--- src/rtl/pe_c_drain_pkg.sv ---
// ---------------------------------------------------------------------------
// pe_drain_pkg
// Shared constants and the FIFO entry type for the PE column drain.
//   IN_W        : width of the signed partial sum coming out of the PE
//   OUT_W       : width of the saturated signed result
//   SHIFT_W     : width of the rounding shift control
//   FIFO_DEPTH  : default number of buffered results (power of two)
//   SAT_MAX/MIN : clamp limits of the signed 8-bit result
//   drain_entry_t : one buffered result {first, data}
// ---------------------------------------------------------------------------
package pe_drain_pkg;

   localparam int IN_W       = 32'sd19;
   localparam int OUT_W      = 32'sd8;
   localparam int SHIFT_W    = 32'sd4;
   localparam int FIFO_DEPTH = 32'sd8;

   localparam int SAT_MAX = 32'sd127;
   localparam int SAT_MIN = -32'sd128;

   typedef struct packed {
      logic                    first;
      logic signed [OUT_W-1:0] data;
   } drain_entry_t;

endpackage : pe_drain_pkg

--- src/rtl/pe_c_drain_if.sv ---
// ---------------------------------------------------------------------------
// pe_c_drain_if
// Ready/valid result stream from the drain to the writeback path.
//   out_data  : saturated, rounded result at the FIFO head
//   out_first : head entry is the first result of a new tile
//   out_valid : head entry present
//   out_ready : consumer takes the head when high together with out_valid
// master = drain side, slave = writeback side.
// ---------------------------------------------------------------------------
interface pe_c_drain_if;
   import pe_drain_pkg::*;

   logic signed [OUT_W-1:0] out_data;
   logic                    out_first;
   logic                    out_valid;
   logic                    out_ready;

   modport master (
      output out_data,
      output out_first,
      output out_valid,
      input  out_ready
   );

   modport slave (
      input  out_data,
      input  out_first,
      input  out_valid,
      output out_ready
   );

endinterface : pe_c_drain_if

--- src/rtl/pe_c_drain_fifo.sv ---
// ---------------------------------------------------------------------------
// pe_drain_fifo
// Synchronous FIFO with a registered head. A push is never stalled: when the
// FIFO is full and nothing leaves in the same cycle, the incoming entry is
// dropped and o_drop pulses for that cycle.
//   i_clk, i_rst : clock, asynchronous active-high reset
//   i_push/i_data: write request and entry
//   i_pop        : consumer takes the head (ignored while o_valid is low)
//   o_head/o_valid: registered head entry and its valid flag
//   o_full/o_empty: occupancy flags
//   o_drop       : the push of this cycle is being discarded
// ---------------------------------------------------------------------------
module pe_drain_fifo #(
   parameter int  DEPTH = pe_drain_pkg::FIFO_DEPTH,
   parameter type T     = pe_drain_pkg::drain_entry_t
) (
   input  logic i_clk,
   input  logic i_rst,
   input  logic i_push,
   input  T     i_data,
   input  logic i_pop,
   output T     o_head,
   output logic o_valid,
   output logic o_full,
   output logic o_empty,
   output logic o_drop
);
   import pe_drain_pkg::*;

   localparam int          AW      = (DEPTH > 32'sd1) ? $clog2(DEPTH) : 32'sd1;
   localparam logic [AW:0] L_DEPTH = (AW+1)'(DEPTH);

   T              r_mem [DEPTH];
   logic [AW-1:0] r_wr_ptr;
   logic [AW-1:0] r_rd_ptr;
   logic [AW:0]   r_count;
   T              r_head;
   logic          r_head_vld;

   logic          w_full;
   logic          w_pop;
   logic          w_push_ok;
   logic          w_drop;
   logic [AW-1:0] w_rd_ptr_nxt;
   logic [AW:0]   w_remain;

   // Accept/drop decision and the read position after this edge
   always_comb begin
      w_full       = (r_count == L_DEPTH);
      w_pop        = i_pop && r_head_vld;
      // a pop in the same cycle frees the slot the push needs
      w_push_ok    = i_push && (!w_full || w_pop);
      w_drop       = i_push && w_full && !w_pop;
      w_rd_ptr_nxt = r_rd_ptr;
      if (w_pop) begin
         w_rd_ptr_nxt = r_rd_ptr + AW'(1'b1);
      end else begin
         w_rd_ptr_nxt = r_rd_ptr;
      end
      // entries already stored that remain after the pop; a push landing on
      // this edge only becomes visible at the head one edge later
      w_remain = r_count - (AW+1)'(w_pop);
   end

   // Storage array, written only on an accepted push
   always_ff @(posedge i_clk) begin
      if (w_push_ok) begin
         r_mem[r_wr_ptr] <= i_data;
      end
   end

   // Pointers, occupancy and the registered head
   always_ff @(posedge i_clk or posedge i_rst) begin
      if (i_rst) begin
         r_wr_ptr   <= {AW{1'b0}};
         r_rd_ptr   <= {AW{1'b0}};
         r_count    <= {(AW+1){1'b0}};
         r_head     <= '0;
         r_head_vld <= 1'b0;
      end else begin
         if (w_push_ok) begin
            r_wr_ptr <= r_wr_ptr + AW'(1'b1);
         end
         r_rd_ptr   <= w_rd_ptr_nxt;
         r_count    <= w_remain + (AW+1)'(w_push_ok);
         r_head_vld <= (w_remain != {(AW+1){1'b0}});
         if (w_remain != {(AW+1){1'b0}}) begin
            r_head <= r_mem[w_rd_ptr_nxt];
         end else begin
            r_head <= '0;
         end
      end
   end

   assign o_head  = r_head;
   assign o_valid = r_head_vld;
   assign o_full  = w_full;
   assign o_empty = (r_count == {(AW+1){1'b0}});
   assign o_drop  = w_drop;

endmodule : pe_drain_fifo

--- src/rtl/pe_c_drain.sv ---
// ---------------------------------------------------------------------------
// pe_c_drain
// Collects one PE column's partial sums, rounds them with an arithmetic right
// shift (round half up), saturates to signed 8 bits and queues them for the
// writeback path. The mesh cannot be stalled, so a full queue drops the new
// result and raises a sticky overflow flag instead.
//   CLK, RST      : clock, asynchronous active-high reset
//   in_c          : signed partial sum from the PE
//   in_shift      : rounding shift amount (0..15)
//   in_propagate  : propagate bit; a change marks a tile boundary
//   in_valid      : qualifies in_c/in_shift/in_propagate
//   wb            : result stream (out_data/out_first/out_valid/out_ready)
//   overflow      : sticky, a result was dropped
//   sat_count     : saturated results seen, sticks at 0xFFFF
//   clr           : synchronous clear of overflow and sat_count
// Pipeline: capture (edge N) -> round/saturate (edge N+1) -> push (edge N+2)
// -> head visible after edge N+3.
// ---------------------------------------------------------------------------
module pe_c_drain #(
   parameter int IN_W    = pe_drain_pkg::IN_W,
   parameter int OUT_W   = pe_drain_pkg::OUT_W,
   parameter int SHIFT_W = pe_drain_pkg::SHIFT_W,
   parameter int DEPTH   = pe_drain_pkg::FIFO_DEPTH
) (
   input  logic               CLK,
   input  logic               RST,
   input  logic [IN_W-1:0]    in_c,
   input  logic [SHIFT_W-1:0] in_shift,
   input  logic               in_propagate,
   input  logic               in_valid,
   pe_c_drain_if.master       wb,
   output logic               overflow,
   output logic [15:0]        sat_count,
   input  logic               clr
);
   import pe_drain_pkg::*;

   localparam logic signed [IN_W:0] L_MAX = (IN_W+1)'(SAT_MAX);
   localparam logic signed [IN_W:0] L_MIN = (IN_W+1)'(SAT_MIN);

   // capture stage
   logic               r_s1_vld;
   logic [IN_W-1:0]    r_s1_c;
   logic [SHIFT_W-1:0] r_s1_shift;
   logic               r_s1_first;
   logic               r_last_prop;
   logic               r_last_prop_vld;

   // rounded/saturated stage, feeds the FIFO push
   logic               r_s2_vld;
   drain_entry_t       r_s2_entry;
   logic               r_s2_sat;

   logic               r_overflow;
   logic [15:0]        r_sat_count;

   logic signed [IN_W:0]    w_ext;
   logic signed [IN_W:0]    w_bias;
   logic signed [IN_W:0]    w_sum;
   logic signed [IN_W:0]    w_rnd;
   logic signed [OUT_W-1:0] w_sat_data;
   logic                    w_sat;

   drain_entry_t w_head;
   logic         w_head_vld;
   logic         w_full;
   logic         w_empty;
   logic         w_drop;
   logic         w_unused_flags;

   // Capture stage and tile-boundary tracking
   always_ff @(posedge CLK or posedge RST) begin
      if (RST) begin
         r_s1_vld        <= 1'b0;
         r_s1_c          <= {IN_W{1'b0}};
         r_s1_shift      <= {SHIFT_W{1'b0}};
         r_s1_first      <= 1'b0;
         r_last_prop     <= 1'b0;
         r_last_prop_vld <= 1'b0;
      end else begin
         r_s1_vld <= in_valid;
         if (in_valid) begin
            r_s1_c     <= in_c;
            r_s1_shift <= in_shift;
            // nothing to compare against after reset, so that capture opens a tile
            r_s1_first      <= !r_last_prop_vld || (in_propagate != r_last_prop);
            r_last_prop     <= in_propagate;
            r_last_prop_vld <= 1'b1;
         end
      end
   end

   // Round half up with an arithmetic shift, then clamp to the output range
   always_comb begin
      w_ext      = {r_s1_c[IN_W-1], r_s1_c};
      w_bias     = {(IN_W+1){1'b0}};
      w_sum      = w_ext;
      w_rnd      = w_ext;
      w_sat_data = {OUT_W{1'b0}};
      w_sat      = 1'b0;
      if (r_s1_shift == {SHIFT_W{1'b0}}) begin
         w_rnd = w_ext;
      end else begin
         // one extra bit of headroom keeps the bias add from wrapping
         w_bias = {{IN_W{1'b0}}, 1'b1} << (r_s1_shift - {{(SHIFT_W-1){1'b0}}, 1'b1});
         w_sum  = w_ext + w_bias;
         w_rnd  = w_sum >>> r_s1_shift;
      end
      if (w_rnd > L_MAX) begin
         w_sat_data = OUT_W'(SAT_MAX);
         w_sat      = 1'b1;
      end else if (w_rnd < L_MIN) begin
         w_sat_data = OUT_W'(SAT_MIN);
         w_sat      = 1'b1;
      end else begin
         w_sat_data = w_rnd[OUT_W-1:0];
         w_sat      = 1'b0;
      end
   end

   // Register the finished result ahead of the FIFO push
   always_ff @(posedge CLK or posedge RST) begin
      if (RST) begin
         r_s2_vld   <= 1'b0;
         r_s2_entry <= '0;
         r_s2_sat   <= 1'b0;
      end else begin
         r_s2_vld <= r_s1_vld;
         if (r_s1_vld) begin
            r_s2_entry.first <= r_s1_first;
            r_s2_entry.data  <= w_sat_data;
            r_s2_sat         <= w_sat;
         end
      end
   end

   pe_drain_fifo #(
      .DEPTH (DEPTH),
      .T     (drain_entry_t)
   ) u_fifo (
      .i_clk   (CLK),
      .i_rst   (RST),
      .i_push  (r_s2_vld),
      .i_data  (r_s2_entry),
      .i_pop   (wb.out_ready),
      .o_head  (w_head),
      .o_valid (w_head_vld),
      .o_full  (w_full),
      .o_empty (w_empty),
      .o_drop  (w_drop)
   );

   // occupancy flags are available for integration but not needed here
   assign w_unused_flags = w_full ^ w_empty;

   // Sticky loss flag and saturation counter; clr takes priority over events
   always_ff @(posedge CLK or posedge RST) begin
      if (RST) begin
         r_overflow  <= 1'b0;
         r_sat_count <= 16'h0000;
      end else if (clr) begin
         r_overflow  <= 1'b0;
         r_sat_count <= 16'h0000;
      end else begin
         if (w_drop) begin
            r_overflow <= 1'b1;
         end
         if (r_s2_vld && r_s2_sat && (r_sat_count != 16'hFFFF)) begin
            r_sat_count <= r_sat_count + 16'h0001;
         end
      end
   end

   assign wb.out_data  = w_head.data;
   assign wb.out_first = w_head.first;
   assign wb.out_valid = w_head_vld;
   assign overflow     = r_overflow;
   assign sat_count    = r_sat_count;

endmodule : pe_c_drain

--- src/flat_wrapper.sv ---
// flat-port wrapper written by rule: the top's interface ports become plain ports
module pe_c_drain_flat import pe_drain_pkg::*;
#(
   parameter int IN_W    = pe_drain_pkg::IN_W,
   parameter int OUT_W   = pe_drain_pkg::OUT_W,
   parameter int SHIFT_W = pe_drain_pkg::SHIFT_W,
   parameter int DEPTH   = pe_drain_pkg::FIFO_DEPTH
)
  (CLK, RST, in_c, in_shift, in_propagate, in_valid, overflow, sat_count, clr, wb_out_data, wb_out_first, wb_out_valid, wb_out_ready);
  pe_c_drain_if wb_i ();
  input  logic CLK;
  input  logic RST;
  input  logic [IN_W-1:0] in_c;
  input  logic [SHIFT_W-1:0] in_shift;
  input  logic in_propagate;
  input  logic in_valid;
  output logic overflow;
  output logic [15:0] sat_count;
  input  logic clr;
  output wire logic [$bits(wb_i.out_data)-1:0] wb_out_data;
  output wire logic [$bits(wb_i.out_first)-1:0] wb_out_first;
  output wire logic [$bits(wb_i.out_valid)-1:0] wb_out_valid;
  input wire logic [$bits(wb_i.out_ready)-1:0] wb_out_ready;
  assign wb_out_data = wb_i.out_data;
  assign wb_out_first = wb_i.out_first;
  assign wb_out_valid = wb_i.out_valid;
  assign wb_i.out_ready = wb_out_ready;
  pe_c_drain #(.IN_W(IN_W), .OUT_W(OUT_W), .SHIFT_W(SHIFT_W), .DEPTH(DEPTH)) u_core (.CLK(CLK), .RST(RST), .in_c(in_c), .in_shift(in_shift), .in_propagate(in_propagate), .in_valid(in_valid), .wb(wb_i), .overflow(overflow), .sat_count(sat_count), .clr(clr));
endmodule
--- config.mk ---
export PLATFORM = sky130hd
export DESIGN_NAME = pe_c_drain_flat
export DESIGN_NICKNAME = d
export VERILOG_FILES = /design/src/rtl/pe_c_drain_pkg.sv /design/src/rtl/pe_c_drain_if.sv /design/src/rtl/pe_c_drain_fifo.sv /design/src/rtl/pe_c_drain.sv /design/src/flat_wrapper.sv
export SDC_FILE = /design/constraint.sdc
export NUM_CORES = 1
export LEC_CHECK = 0
export BUFFER_PORTS_ARGS = -buffer_cell sky130_fd_sc_hd__clkbuf_2
export CORE_MARGIN = 4
export CORE_UTILIZATION = 61
export CTS_BUF_LIST = sky130_fd_sc_hd__clkbuf_4 sky130_fd_sc_hd__clkbuf_8 sky130_fd_sc_hd__clkbuf_16
export CTS_CLUSTER_DIAMETER = 200
export DETAILED_ROUTE_END_ITERATION = 6
export PLACE_DENSITY = 0.8
export SLEW_MARGIN = 10
export SYNTH_ARGS = -nofsm -noshare
export SYNTH_HDL_FRONTEND = slang
export SYNTH_SLANG_ARGS = --single-unit
--- constraint.sdc ---
create_clock -name CLK -period 6.5 [get_ports CLK]
set_clock_uncertainty 0.15 [all_clocks]
set_input_delay 1.3 -clock CLK [delete_from_list [all_inputs] [get_ports CLK]]
set_output_delay 1.3 -clock CLK [all_outputs]
set_load 0.01 [all_outputs]
Yosys cells after proc, flatten, opt, wreduce, memory -nomap -nowiden
Memory sizes are Yosys's and may differ from the RTL's.
Cells that the tools add are included.
{"block": "op_classes", "addsub": 7, "n_mul": 0, "div_mod_pow": 0, "order_cmp": 2, "eq_ne": 3, "shift": 2, "n_mux": 13, "n_bitwise": 0, "reduce_logical": 15}
{"operator": "16-bit two-way mux", "n": 2}
{"operator": "19-bit by 20-bit adder with 20-bit output", "n": 1}
{"operator": "20-bit by 8-bit > comparator with 1-bit output, second input constant", "n": 1}
{"operator": "20-bit by 8-bit less-than comparator with 1-bit output, second input constant", "n": 1}
{"operator": "20-bit two-way mux", "n": 1}
{"operator": "1-bit by 4-bit left shift with 20-bit output, first input constant", "n": 1}
{"operator": "20-bit by 4-bit >>> shifter with 20-bit output", "n": 1}
{"operator": "16-bit by 1-bit adder with 16-bit output, second input constant", "n": 1}
{"operator": "8-bit two-way mux", "n": 2}
{"operator": "16-bit inequality test, second input constant", "n": 1}
{"operator": "9-bit two-way mux", "n": 1}
{"operator": "3-bit by 1-bit adder with 3-bit output, second input constant", "n": 2}
{"operator": "1-bit logical AND", "n": 6}
{"operator": "1-bit two-way mux", "n": 6}
{"operator": "4-bit by 1-bit adder with 4-bit output", "n": 1}
{"operator": "4-bit == test, second input constant", "n": 1}
{"operator": "4-bit zero test", "n": 1}
{"operator": "2-bit nonzero test", "n": 2}
{"operator": "4-bit nonzero test", "n": 1}
{"operator": "4-bit by 1-bit subtractor with 4-bit output", "n": 1}
{"operator": "4-bit by 1-bit subtractor with 4-bit output, second input constant", "n": 1}
{"operator": "1-bit zero test", "n": 3}
{"operator": "3-bit two-way mux", "n": 1}
{"operator": "1-bit logical OR", "n": 2}
{"operator": "1-bit inequality test", "n": 1}
{"block": "totals", "reg_bits": 75, "latchBits": 0, "ramBits": 72, "romBits": 0, "output_inout_bits": 27, "wordCells": 61, "mem_count": 1}
{"name": "u_core.u_fifo.r_mem", "depth": 8, "word_bits": 9, "rd": 1, "rd_ports_with_merged_regs": 0, "write_ports": 1, "line_no": "pe_c_drain_fifo.sv:33", "text": "T r_mem [DEPTH];"}

Depth between registers and ports, before layout
{"block": "logic_depth", "ltp_word": 8, "ltp_mapped": 21, "ltp_nobuf": 17}

Modules after synthesis
Synthesis repeated with hierarchy kept, for this count alone.
{"block": "hier_totals", "hier_cells": 924, "hier_area_um2": 8931.1}
{"module": "pe_c_drain", "instances": 1, "cells_each": 613, "area_each_um2": 4923.5, "seq_area_each_um2": 1376.3}
{"module": "pe_drain_fifo", "instances": 1, "cells_each": 311, "area_each_um2": 4007.6, "seq_area_each_um2": 2662.6}

Worst setup path after synthesis
Ideal clock, no wire load.
{"block": "synth_timing", "path_type": "reg2reg", "from": "register u_core.r_s1_shift[0]", "to": "register u_core.r_s2_entry[5] in the netlist's numbering", "t_arrival_ns": 4.181, "required_time_ns": 6.224, "path_slack_ns": 2.043, "stages_incl_launch_ff": 20, "path_buffers": 5, "period_less_slack_ns": 4.457, "path_cell_list": "dfrtp_1 > clkbuf_1 > inv_1 > clkbuf_1 > nand2_1 > clkbuf_1 > nor2_1 > ha_1 > buf_2 > a21oi_2 > nor2_1 > o211a_1 > or4_4 > nand2_4 > a221oi_2 > a311oi_2 > o2111ai_1 > or3_1 > buf_2 > o311a_1"}
{"block": "synth_via", "elab_chain_len": 8}
{"item": "start, declared", "line_no": "pe_c_drain.sv:44", "text": "logic [SHIFT_W-1:0] r_s1_shift;"}
{"item": "start signal, assigned", "line_no": "pe_c_drain.sv:76", "text": "r_s1_shift <= {SHIFT_W{1'b0}};"}
{"item": "start signal, assigned", "line_no": "pe_c_drain.sv:84", "text": "r_s1_shift <= in_shift;"}
{"item": "4-bit by 1-bit subtractor with 4-bit output", "line_no": "pe_c_drain.sv:105", "text": "w_bias = {{IN_W{1'b0}}, 1'b1} << (r_s1_shift - {{(SHIFT_W-1){1'b0}}, 1'b1});"}
{"item": "1-bit by 4-bit left shift with 20-bit output", "line_no": "pe_c_drain.sv:105"}
{"item": "19-bit by 20-bit adder with 20-bit output", "line_no": "pe_c_drain.sv:106", "text": "w_sum = w_ext + w_bias;"}
{"item": "20-bit by 4-bit >>> shifter with 20-bit output", "line_no": "pe_c_drain.sv:107", "text": "w_rnd = w_sum >>> r_s1_shift;"}
{"item": "20-bit two-way mux *", "line_no": "pe_c_drain.sv:101", "text": "if (r_s1_shift == {SHIFT_W{1'b0}}) begin"}
{"item": "20-bit by 8-bit less-than comparator with 1-bit output", "line_no": "pe_c_drain.sv:112", "text": "end else if (w_rnd < L_MIN) begin"}
{"item": "8-bit two-way mux", "line_no": "pe_c_drain.sv:112"}
{"item": "8-bit two-way mux *", "line_no": "pe_c_drain.sv:109", "text": "if (w_rnd > L_MAX) begin"}
{"item": "end, declared", "line_no": "pe_c_drain.sv:51", "text": "drain_entry_t r_s2_entry;"}
Mark *: on every way between the ends. The rest lies on a longest branch, timed or not.
A chain may end at the register's enable or synchronous reset.

Worst setup path in the final report
{"block": "layout_timing", "from": "register u_core.r_s1_shift[1]", "to": "register u_core.r_s2_entry[1] in the netlist's numbering"}
The elaborated chain is that of the path after synthesis.

==> impl_metrics.tcl <==
set metrics [dict create \
    status "finished clean" \
    wl_per_cell_um 22.8 \
    report.final.slew_viol_count 0 \
    path_buf_inv 2 \
    diodes 0 \
    die_area_um2 16000 \
    grt_pass1_vias 6838 \
    rsz0062_at_grt "false" \
    synth_warnings 0 \
    synth_area_leader_cell "edfxtp_1" \
    postCtsSetupRepairBufs 0 \
    rows 43 \
    portBuffers 55 \
    path_clk_slew_ns 0.06 \
    areaGrowthSynthToFinish_pct 12.0 \
    required_ns 6.67 \
    drive_above_1_share_pct 20.1 \
    setup_viol 0 \
    gp_congestion 1.02 \
    dpl_cell_area_um2 9040 \
    drc 0 \
    max_freq_mhz 177 \
    clock_sink_count 147 \
    synth_area_leaders "edfxtp_1 25%, dfrtp_1 22%, mux2i_1 4.9%, nand2_1 3.7%, nor2_1 3.5%" \
    drt-total-wl_um 24000 \
    die_h_um 127 \
    dieWidth_um 127 \
    antenna_found_initial 0 \
    insertion_delay_ns 0.42 \
    dr.first_iter.drc_count 740 \
    grt_pass1_wl_um 38000 \
    cts-root-buf "clkbuf_16" \
    tightestPinTransition_ns 1.17 \
    finalCriticalPeriod_ns 5.65 \
    syn_inst 814 \
    ys_seq_area_share_pct 47.1 \
    synth_common_cells "85 x nand2_1, 80 x nor2_1, 75 x dfrtp_1, 72 x edfxtp_1, 42 x mux2i_1" \
    drv_cap 0 \
    synthesis.nets 867 \
    crit_type "flip-flop to flip-flop" \
    detailed_place_hpwl_um 17300 \
    path_delay_family "compound AO/OA/AOI/OAI gates" \
    cts_buffers 17 \
    post-synth-top-count-cell "nand2_1" \
    slew_headroom_pct 21.9 \
    min_period_over_period_pct 86.9 \
    cts_tree "yes" \
    start_util_pct 62.0 \
    ios 56 \
    p_leak_nw 3.90 \
    synth_edf_count 72 \
    cp_cell_sequence "inv_2 -> nand2_1 -> nor2_1 -> ha_1 -> inv_1 -> fa_1 -> nand2b_1 -> a21o_1 -> a21o_1 -> a221oi_1 -> a31oi_1 -> a2111oi_1 -> a311oi_2 -> nor4_1 -> and3_1 -> o2111ai_1 -> a211oi_1" \
    post_cts_resized 0 \
    power_per_cell_area_nw_per_um2 353 \
    vias 6944 \
    via_per_inst 6.61 \
    hold_buffers 0 \
    tns_ns 0 \
    n_fill_cell 1003 \
    syn_area_per_cell_um2 10.5 \
    core_area_um2 13800 \
    cpMostUsedCell "a21o_1" \
    start_kind "flip-flop" \
    layout.nets 911 \
    ir_drop_v 0.000236 \
    synth_area_um2 8570 \
    gr-usage-all-layers_pct 30.6 \
    yosysTopAreaCellShare_pct 25.2 \
    grt_max_degree 76 \
    drt_first_pass_iters 7 \
    synthFlopType "dfrtp_1" \
    synthArstFlopShare_pct 51.0 \
    synth_cell_types 87 \
    ys_seq_elements 147 \
    cp_slowest_stage_delay_ns 0.69 \
    cp-end-kind "flip-flop" \
    ant_nets 0 \
    timing_hold_violations_final 0 \
    htreeDepth 4 \
    worstPathArrival_ns 5.82 \
    crit_fanout 18 \
    hp-class "flip-flop to flip-flop" \
    design_area_um2 9600 \
    clockBufferDepth 2 \
    critPathSlowestCell "a2111oi_1" \
    globalRoute.totalOverflow 0 \
]
[final timing paths]
check / startpoint / to / slack, ns / depth (start not counted)
max: u_core.r_s1_shift[1] / u_core.r_s2_entry[1] / 0.85 / 17
min: u_core.r_last_prop_vld / u_core.r_s1_first / 0.31 / 1
max reg2reg: u_core.r_s1_shift[1] / u_core.r_s2_entry[1] / 0.85 / 17
min reg2reg: u_core.r_last_prop_vld / u_core.r_s1_first / 0.31 / 1
max in group asynchronous: RST / u_core.r_s1_c[17] / 4.53 / 3
min in group asynchronous: RST / u_core.r_s1_vld / 1.03 / 3
[stage by stage]
stage / cells / hold slack, ns / utilization (%) / total power, W / setup WS [ns]
global placement: 1019 / 0.288 / 65.4 / 0.00239 / 1.18
floorplan: 814 / 0.202 / - / 0.00211 / 2.04
CTS: 1051 / 0.312 / 69.4 / 0.00341 / 0.999
detailed placement: 1019 / 0.304 / 65.4 / 0.00247 / 1.02
global route: 1051 / 0.328 / 69.4 / 0.00357 / 0.469
finish: 1051 / 0.305 / 69.4 / 0.00339 / 0.849
[cell families after synthesis]
| logic type | Yosys count | synth area share [%] |
|---|---|---|
| AO/OA/AOI/OAI | 195 | 16.7 |
| XOR/XNOR | 31 | 3.34 |
| adder cells (fa/ha/maj) | 24 | 3.59 |
| flip-flops | 147 | 47.1 |
| buffers and inverters | 76 | 3.59 |
| AND/OR/NAND/NOR | 267 | 15.0 |
| multiplexers | 74 | 10.7 |
[state kept, by name (all words and copies together), names as in the netlist, 4 cells and up]
| register | cells |
|---|---|
| u_core.u_fifo.r_count | 4 |
| u_core.r_s1_shift | 4 |
| u_core.r_s1_c | 19 |
| u_core.r_s2_entry | 9 |
| u_core.sat_count | 16 |
| u_core.u_fifo.o_head | 9 |
| u_core.u_fifo.r_mem | 72 |
[layout by cell type (no fill, tap or decap), types with 18 or more instances in the layout]
cell type  netlist  routed
mux2_2          20      20
mux2i_1         42      42
dfrtp_1         75      75
nor2_1          80      80
a21oi_1         37      37
inv_1           27      26
ha_1            23      23
nand3_1         22      22
nand2_1         85      85
o21ai_0         39      39
edfxtp_1        72      72
clkbuf_16        0      18
clkbuf_2         1      55
[layout make-up]
type	count	area [µm²]	area share (%)
Multi-Input combinational cell	591	4260	44.4
Sequential cell	147	4040	42.1
Tap cell	180	225	2.35
Clock buffer	20	472	4.91
Inverter	30	114	1.19
Clock inverter	12	92.6	0.964
Timing Repair Buffer	71	395	4.12
[layer usage]
metal  wire length [µm]  up-vias  track usage (%)
li1                   -     3135                -
met1               9220     3364             37.8
met2              11900      364             51.5
met3               1720       81             6.74
met4               1130        0             14.3
met5                  0        -                0
[where the power goes]
group,switching [W],internal (W)
Combinational,0.000672,0.000504
Sequential,0.000125,0.00117
Clock,0.000390,0.000531
Total,0.00119,0.00220
(Power assumes the default switching activity.)
